$ cat src/rtl/fxp_pkg.sv
// Q-format constants and FSM encoding shared by the requantizer
// and the upstream Q1.0.7 + Q1.1.14 adder stage.
package fxp_pkg;

  localparam int NUM_LANES     = 32;
  localparam int IN_W          = 16;
  localparam int OUT_W         = 8;
  localparam int IN_FRAC       = 14;
  localparam int OUT_FRAC      = 7;
  localparam int FRAC_SHIFT    = IN_FRAC - OUT_FRAC;
  localparam int LANES_PER_CYC = 4;
  localparam int OUT_MAX       = 127;
  localparam int OUT_MIN       = -128;
  localparam int ROUND_BIAS    = 64;

  typedef enum logic [1:0] {
    IDLE    = 2'd0,
    CONVERT = 2'd1,
    FINISH  = 2'd2
  } state_t;

endpackage

$ cat src/rtl/fxp_requant_lane.sv
// One lane Q1.1.14 -> Q1.0.7: round half up, then saturate.
// Purely combinational.
module fxp_requant_lane
  import fxp_pkg::*;
#(
  parameter int IN_W       = fxp_pkg::IN_W,
  parameter int OUT_W      = fxp_pkg::OUT_W,
  parameter int FRAC_SHIFT = fxp_pkg::FRAC_SHIFT
) (
  input  logic [IN_W-1:0]  x,
  output logic [OUT_W-1:0] y,
  output logic             sat
);

  localparam int TW = IN_W + 1 - FRAC_SHIFT;
  localparam logic signed [TW-1:0] T_MAX = TW'(OUT_MAX);
  localparam logic signed [TW-1:0] T_MIN = TW'(OUT_MIN);

  logic signed [IN_W:0] sum;
  logic signed [TW-1:0] t;

  // one guard bit keeps 0x7FFF + bias from wrapping
  assign sum = $signed({x[IN_W-1], x})
             + $signed((IN_W+1)'(ROUND_BIAS));
  assign t   = sum[IN_W:FRAC_SHIFT];

  always_comb begin
    y   = t[OUT_W-1:0];
    sat = 1'b0;
    unique case (1'b1)
      (t > T_MAX): begin
        y   = OUT_W'(OUT_MAX);
        sat = 1'b1;
      end
      (t < T_MIN): begin
        y   = OUT_W'(OUT_MIN);
        sat = 1'b1;
      end
      default: ;
    endcase
  end

endmodule

$ cat src/rtl/fixed_point_requantizer.sv
// Narrows a Q1.1.14 vector to Q1.0.7, LANES_PER_CYC lanes per cycle,
// under a start/done handshake.
module fixed_point_requantizer
  import fxp_pkg::*;
#(
  parameter int NUM_LANES     = fxp_pkg::NUM_LANES,
  parameter int IN_W          = fxp_pkg::IN_W,
  parameter int OUT_W         = fxp_pkg::OUT_W,
  parameter int FRAC_SHIFT    = fxp_pkg::FRAC_SHIFT,
  parameter int LANES_PER_CYC = fxp_pkg::LANES_PER_CYC
) (
  input  logic                       clk,
  input  logic                       rst_n,
  input  logic                       ena,
  input  logic [NUM_LANES*IN_W-1:0]  nums1_1_14,
  output logic [NUM_LANES*OUT_W-1:0] nums1_0_7,
  output logic [NUM_LANES-1:0]       sat_flags,
  output logic [$clog2(NUM_LANES+1)-1:0] sat_count,
  output logic                       busy,
  output logic                       done
);

  localparam int IDX_W = $clog2(NUM_LANES);
  localparam int CNT_W = $clog2(NUM_LANES + 1);
  localparam logic [IDX_W-1:0] LAST_IDX =
    IDX_W'(NUM_LANES - LANES_PER_CYC);
  localparam logic [IDX_W-1:0] STEP = IDX_W'(LANES_PER_CYC);

  state_t state, state_nx;

  logic [NUM_LANES-1:0][IN_W-1:0]  in_q;
  logic [NUM_LANES-1:0][OUT_W-1:0] work;
  logic [NUM_LANES-1:0]            work_flags;
  logic [IDX_W-1:0]                idx;
  logic [CNT_W-1:0]                pop;

  logic [LANES_PER_CYC-1:0][IDX_W-1:0] lane_idx;
  logic [LANES_PER_CYC-1:0][OUT_W-1:0] lane_y;
  logic [LANES_PER_CYC-1:0]            lane_sat;

  for (genvar g = 0; g < LANES_PER_CYC; g++) begin : g_lane
    assign lane_idx[g] = idx + IDX_W'(g);
    fxp_requant_lane #(
      .IN_W      (IN_W),
      .OUT_W     (OUT_W),
      .FRAC_SHIFT(FRAC_SHIFT)
    ) u_lane (
      .x  (in_q[lane_idx[g]]),
      .y  (lane_y[g]),
      .sat(lane_sat[g])
    );
  end

  always_ff @(posedge clk or negedge rst_n) begin
    if (!rst_n) state <= IDLE;
    else        state <= state_nx;
  end

  always_comb begin
    state_nx = state;
    unique case (state)
      IDLE:    if (ena) state_nx = CONVERT;
      CONVERT: if (idx == LAST_IDX) state_nx = FINISH;
      FINISH:  state_nx = IDLE;
      default: state_nx = IDLE;
    endcase
  end

  always_comb begin
    pop = '0;
    for (int i = 0; i < NUM_LANES; i++)
      pop = pop + CNT_W'(work_flags[i]);
  end

  assign busy = (state != IDLE);

  always_ff @(posedge clk or negedge rst_n) begin
    if (!rst_n) begin
      in_q       <= '0;
      work       <= '0;
      work_flags <= '0;
      idx        <= '0;
      nums1_0_7  <= '0;
      sat_flags  <= '0;
      sat_count  <= '0;
      done       <= 1'b0;
    end else begin
      done <= 1'b0;
      unique case (state)
        IDLE: begin
          if (ena) begin
            in_q       <= nums1_1_14;
            work       <= '0;
            work_flags <= '0;
            idx        <= '0;
          end
        end
        CONVERT: begin
          for (int g = 0; g < LANES_PER_CYC; g++) begin
            work[lane_idx[g]]       <= lane_y[g];
            work_flags[lane_idx[g]] <= lane_sat[g];
          end
          idx <= idx + STEP;
        end
        FINISH: begin
          nums1_0_7 <= work;
          sat_flags <= work_flags;
          sat_count <= pop;
          done      <= 1'b1;
        end
        default: ;
      endcase
    end
  end

endmodule

$ cat config.mk
export PLATFORM = sky130hd
export DESIGN_NAME = fixed_point_requantizer
export DESIGN_NICKNAME = d
export VERILOG_FILES = /design/src/rtl/fxp_pkg.sv /design/src/rtl/fxp_requant_lane.sv /design/src/rtl/fixed_point_requantizer.sv
export SDC_FILE = /design/constraint.sdc
export NUM_CORES = 2
export LEC_CHECK = 0
export CAP_MARGIN = 20
export CORE_UTILIZATION = 25
export CTS_CLUSTER_SIZE = 12
export DETAILED_ROUTE_END_ITERATION = 6
export GPL_ROUTABILITY_DRIVEN = 0
export HOLD_SLACK_MARGIN = 0.12
export PLACE_DENSITY_LB_ADDON = 0.2
export RECOVER_POWER = 25
export SLEW_MARGIN = 25
export SYNTH_ARGS = -nofsm -noshare
export SYNTH_HDL_FRONTEND = slang
export SYNTH_HIERARCHICAL = 1
export SYNTH_SLANG_ARGS = --single-unit
$ cat constraint.sdc
create_clock -name clk -period 6.25 [get_ports clk]
set_input_delay 1.5625 -clock clk [delete_from_list [all_inputs] [get_ports clk]]
set_output_delay 1.5625 -clock clk [all_outputs]
set_load 0.005 [all_outputs]
### After elaboration in Yosys (flattened, before gate mapping)

Cells that the tools add are included.

* word-level logic and storage cells: 195
* bits in registers: 1102
* bits of input ports: 515
* output and inout port bits: 296

* magnitude comparators: 16
* reduce and logical (&&, ||, !) cells: 14
* eq/ne operators: 5
* $add $sub $neg: 39
* multiplexer cells: 50

Operators with widths (count)
* bitwise mux 256 bit: 4
* case mux 256 bit (2 select lines): 1
* binary-select mux 16 bit (select 5 bit): 4
* 2-to-1 mux 256 bit: 1
* demux 8 bit (select 5 bit): 4
* adder 6 x 1 -> 6 bit: 26
* bitwise mux 32 bit: 4
* adder 16 x 8 -> 17 bit, second input constant: 4
* 2-to-1 mux 16 bit: 4
* case mux 32 bit (2 select lines): 1
* case mux 8 bit (2 select lines): 4
* greater-than comparator 10 x 8 -> 1 bit, second input constant: 4
* less-than comparator 10 x 8 -> 1 bit, second input constant: 4
* 2-to-1 mux 32 bit: 1
* 2-to-1 mux 8 bit: 4
* less-than comparator 5 x 6 -> 1 bit, second input constant: 4
* demux 1 bit (select 5 bit): 4
* greater-or-equal comparator 5 x 1 -> 1 bit, second input constant: 4
* adder 5 x 2 -> 5 bit, second input constant: 2
* case mux 5 bit (2 select lines): 1
* 2-to-1 mux 1 bit: 9
* OR reduction 2 bit: 4
* adder 5 x 1 -> 6 bit: 1
* AND reduction 2 bit: 3
* other kinds (16): 22

### Logic depth before layout (Yosys ltp)

* word-level depth: 31
* gate-level depth with buffers: 17
* gate-level depth less buffers: 15

### Cells and area by module

Netlist, hierarchy kept.

Modules (own cells, without submodules)
* fixed_point_requantizer: area an instance 46428.3 µm², instances 1, sequential area each 27526.4 µm², cells each 5225
* fxp_requant_lane (g_lane[0].u_lane ...): area an instance 387.9 µm², instances 3, sequential area each 0.0 µm², cells each 63
* fxp_requant_lane (g_lane[3].u_lane): area an instance 404.1 µm², instances 1, sequential area each 0.0 µm², cells each 64

### Least setup slack after synthesis

No wires, ideal clock.

* path type: flip-flop to flip-flop
* start point: register work_flags[0]
* end point: register sat_count[4]
* buffers on the path: 0
* stages on the path, launching flop included: 16
* setup slack: 1.744 ns
* clock period less this slack: 4.506 ns
* setup time: 0.095 ns
* required time: 6.155 ns
* data arrival time: 4.411 ns
* path through: dfrtp_1 fa_1 inv_1 fa_1 fa_1 fa_1 fa_1 fa_1 inv_1 ha_1 inv_1 fa_1 nor2b_1 o21a_1 nor3_1 o31ai_1

* longest elaborated chain between the ends: 31

Ends and longest elaborated chain
* from (decl): RTL line fixed_point_requantizer.sv:33 `logic [NUM_LANES-1:0] work_flags;`
* from (signal, indexed assignment): RTL line fixed_point_requantizer.sv:101 `work_flags[lane_idx[g]] <= lane_sat[g];`
* adder 1 x 1 -> 2 bit: RTL line fixed_point_requantizer.sv:72 `pop = pop + CNT_W'(work_flags[i]);`
* adder 2 x 1 -> 3 bit: RTL line fixed_point_requantizer.sv:72
* adder 3 x 1 -> 4 bit: RTL line fixed_point_requantizer.sv:72
* adder 4 x 1 -> 5 bit: RTL line fixed_point_requantizer.sv:72
* adder 5 x 1 -> 6 bit: RTL line fixed_point_requantizer.sv:72
* adder 6 x 1 -> 6 bit (26 in series): RTL line fixed_point_requantizer.sv:72
* to (signal assigned): RTL line fixed_point_requantizer.sv:108 `sat_count <= pop;`
* to (decl): RTL line fixed_point_requantizer.sv:18 `output logic [$clog2(NUM_LANES+1)-1:0] sat_count,`

No other way between the ends.
A chain may end at the register's enable or synchronous reset.

==> flow_results.org <==
** Clock network
- Number of buffers inserted for hold repair after clock tree synthesis :: 0
- Clk_lat worst skew :: 720 ps
- CTS saw 908 sinks.
- No sink is reached through more buffers than the 3 on the longest clock path.
- Clock tree from TritonCTS :: done
- Clock-pin slew was measured on the worst setup and hold paths at 60 ps.
- Buffers added to address setup during post-CTS repair amount to 0.
- H-Tree Level Count :: 3
- Number of gates resized after CTS :: 0
- The tree is rooted in a sky130_fd_sc_hd__clkbuf_16.
- Cts bufs inserted :: 106

** STA
- The routed design could run at a clock period as short as 4810 ps.
- Fin. Hold Viols :: 0
- The number of pins exceeding their max-slew limit in the final report was 53.
- Setup repair after global routing left no endpoint under its margin.
- Relative max-transition margin :: -172%
- For the pin with the worst max-slew slack, the measured transition is 4080 ps.
- TNS Setup :: 0 ps
- Crit share post-route :: 76.9%
- Fmax :: 208 MHz
- Setup violations remaining at the end of the flow were counted as 0.
- Final worst clock skew :: 38.8 ps

** Placed design
- Number of I/O port buffers :: 618
- Detailed-placement wirelength estimate :: 105000 µm
- Cell area reported after detailed placement :: 47800 µm²

** Logic synthesis
- In the synthesized netlist, the number of instances is 4570.
- The synthesized netlist occupies a cell area of 39700 µm².
- The number of nets handed over by synthesis was 5123.
- Post-Syn Area per Cell :: 8.69 µm²
- Yosys printed 6 warnings.

** Final layout
- Fraction of layout cells with a size suffix above 1 :: 6.83%
- Top library cells by usage in the layout, fill and taps aside :: 2415 x sky130_fd_sc_hd__nand2_1, 905 x sky130_fd_sc_hd__dfrtp_1, 616 x sky130_fd_sc_hd__clkdlybuf4s50_1
- Count of fill cells added during filler insertion :: 16.4k
- Area of all placed cells without fillers :: 51400 µm²
- Sequential cell area :: 22700 µm²
- In the final layout, the multi-input gates occupy 15300 µm².
- Total number of nets in the final design :: 5543
- Most common cell after layout, fill and taps aside :: sky130_fd_sc_hd__nand2_1
- Relative to the synthesized area, the layout overhead comes to 29.5%.

** Critical path
- For the worst setup path, the data required time is 6800 ps.
- Of all nets on the critical path, the largest fanout is 40.
- Cell breakdown of the critical path :: buf_4, and2_1, a22oi_1, o22a_1, o221ai_1, ha_1, nand3_1, nor3_1, o22ai_1, a211o_2, nand2_1, o21ai_0
- Signal arrival time at the worst endpoint :: 5360 ps
- Highest-delay cell along the critical path :: sky130_fd_sc_hd__dfrtp_4
- The critical path in this run is classified as reg -> reg.
- The worst setup path is captured at a register.
- On the worst path, the slowest cell contributes a delay of 910 ps.
- Kind of start point of the critical path :: register

** Run status
- The final reports fail on capacitance limit, slew limit.
- Outcome :: complete, but fails checks

** Floorplanning
- Standard cell core area :: 157000 µm²
- Die area :: 160000 µm²
- The initial utilization of the core area, before any placement, comes to 25.3%.
- In this run the core area contains 145 standard-cell rows.
- IO Pins :: 811
- Floorplan die width :: 401 µm
- Measured along the y axis, the die boundary spans 401 µm.

** Global routing
- Entering global routing, the biggest net connects 191 pins.
- For this run the aggregate overflow at the end of global routing stands at 0.
- The first global-routing pass estimated 226000 µm of wire.
- The via count of the first global-routing pass came to 31.8k.
- Global routing used 19.1% of the available tracks.
- The initial antenna violation count was 39.

** Power
- Worst-case vdd ir drop :: 0.699 mV
- Summed over all cells, the static leakage comes to 24.4 nW.
- Power per Cell Area :: 628 nW/µm²

** Run
- Number of violations of the max-capacitance limit :: 1

** Drt
- The routed layout has 32.2k vias.
- The first routing iteration left 2392 violations.
- Drt total wl :: 155000 µm
- Detailed-route vias per instance :: 4.51
- The first TritonRoute pass finished after 5 iterations.
- In the final routed layout, each cell accounts on average for 21.7 µm.
- After detailed routing, the number of remaining DRC violations is 0.
- Final antenna-violating net count :: 0

** Hold path
- Class of the tightest hold or removal check :: reg -> reg
## worst max-delay path, delay by kind of cell (launching register included)
| kind | cells | cell delay (ps) |
|---|---|---|
| AO/OA/AOI/OAI | 6 | 1520 |
| AND/OR/NAND/NOR | 4 | 1480 |
| flip-flops | 1 | 910 |
| buffers and inverters | 1 | 400 |
| adder cells (fa/ha/maj) | 1 | 290 |
## registers in the layout, summed over array words and instances (netlist names)
register,flops
sat_flags,32
done,1
idx,3
in_q,320
work,256
sat_count,6
nums1_0_7,256
state,2
work_flags,32
## worst paths after layout
kind	from	to	slack (ps)	cells after the start
min	work[191]	nums1_0_7[191]	460	2
max reg2reg	idx[4]	work[160]	1440	12
min in group asynchronous	rst_n	nums1_0_7[24]	2260	1
max	idx[4]	work[160]	1440	12
min reg2reg	work[191]	nums1_0_7[191]	460	2
max in group asynchronous	rst_n	work[167]	1510	2
## through the flow
step                hold slack [ps]  setup slack, ps  util (%)  total power, W  cells
floorplan                       438             1740         -          0.0177   4570
global placement                448             1310      30.4          0.0263   6936
detailed placement              446             1370      30.5          0.0267   6939
CTS                             452             1370      32.8          0.0332   7137
global route                    478              961      32.8          0.0348   7139
finish                          460             1440      32.8          0.0323   7144
## layout make-up
type / instances / area share, %
flip-flops and latches: 908 / 44.2
clock inverters: 30 / 0.669
diodes: 6 / 0.0292
repair buffers: 698 / 13.6
well taps: 2058 / 5.01
clock buffers: 168 / 6.26
multi-input cells: 3221 / 29.8
inverters: 55 / 0.416
## power by group
part | switching [W] | total [W] | leakage (nW) | internal (W)
Combinational | 0.0107 | 0.0163 | 10.8 | 0.00552
Clock | 0.00265 | 0.00635 | 1.74 | 0.00370
Sequential | 0.00155 | 0.00969 | 11.9 | 0.00814
Total | 0.0149 | 0.0323 | 24.4 | 0.0174
## per-layer routing
layer | global-route usage, % | vias to the layer above | part of all wire, %
li1 | - | 15400 | -
met1 | 26.7 | 15800 | 46
met2 | 30.2 | 860 | 46
met3 | 4.38 | 177 | 6.2
met4 | 3.74 | 54 | 1.5
met5 | 0 | - | 0.23
No activity file was read; power rests on OpenSTA's default activity.
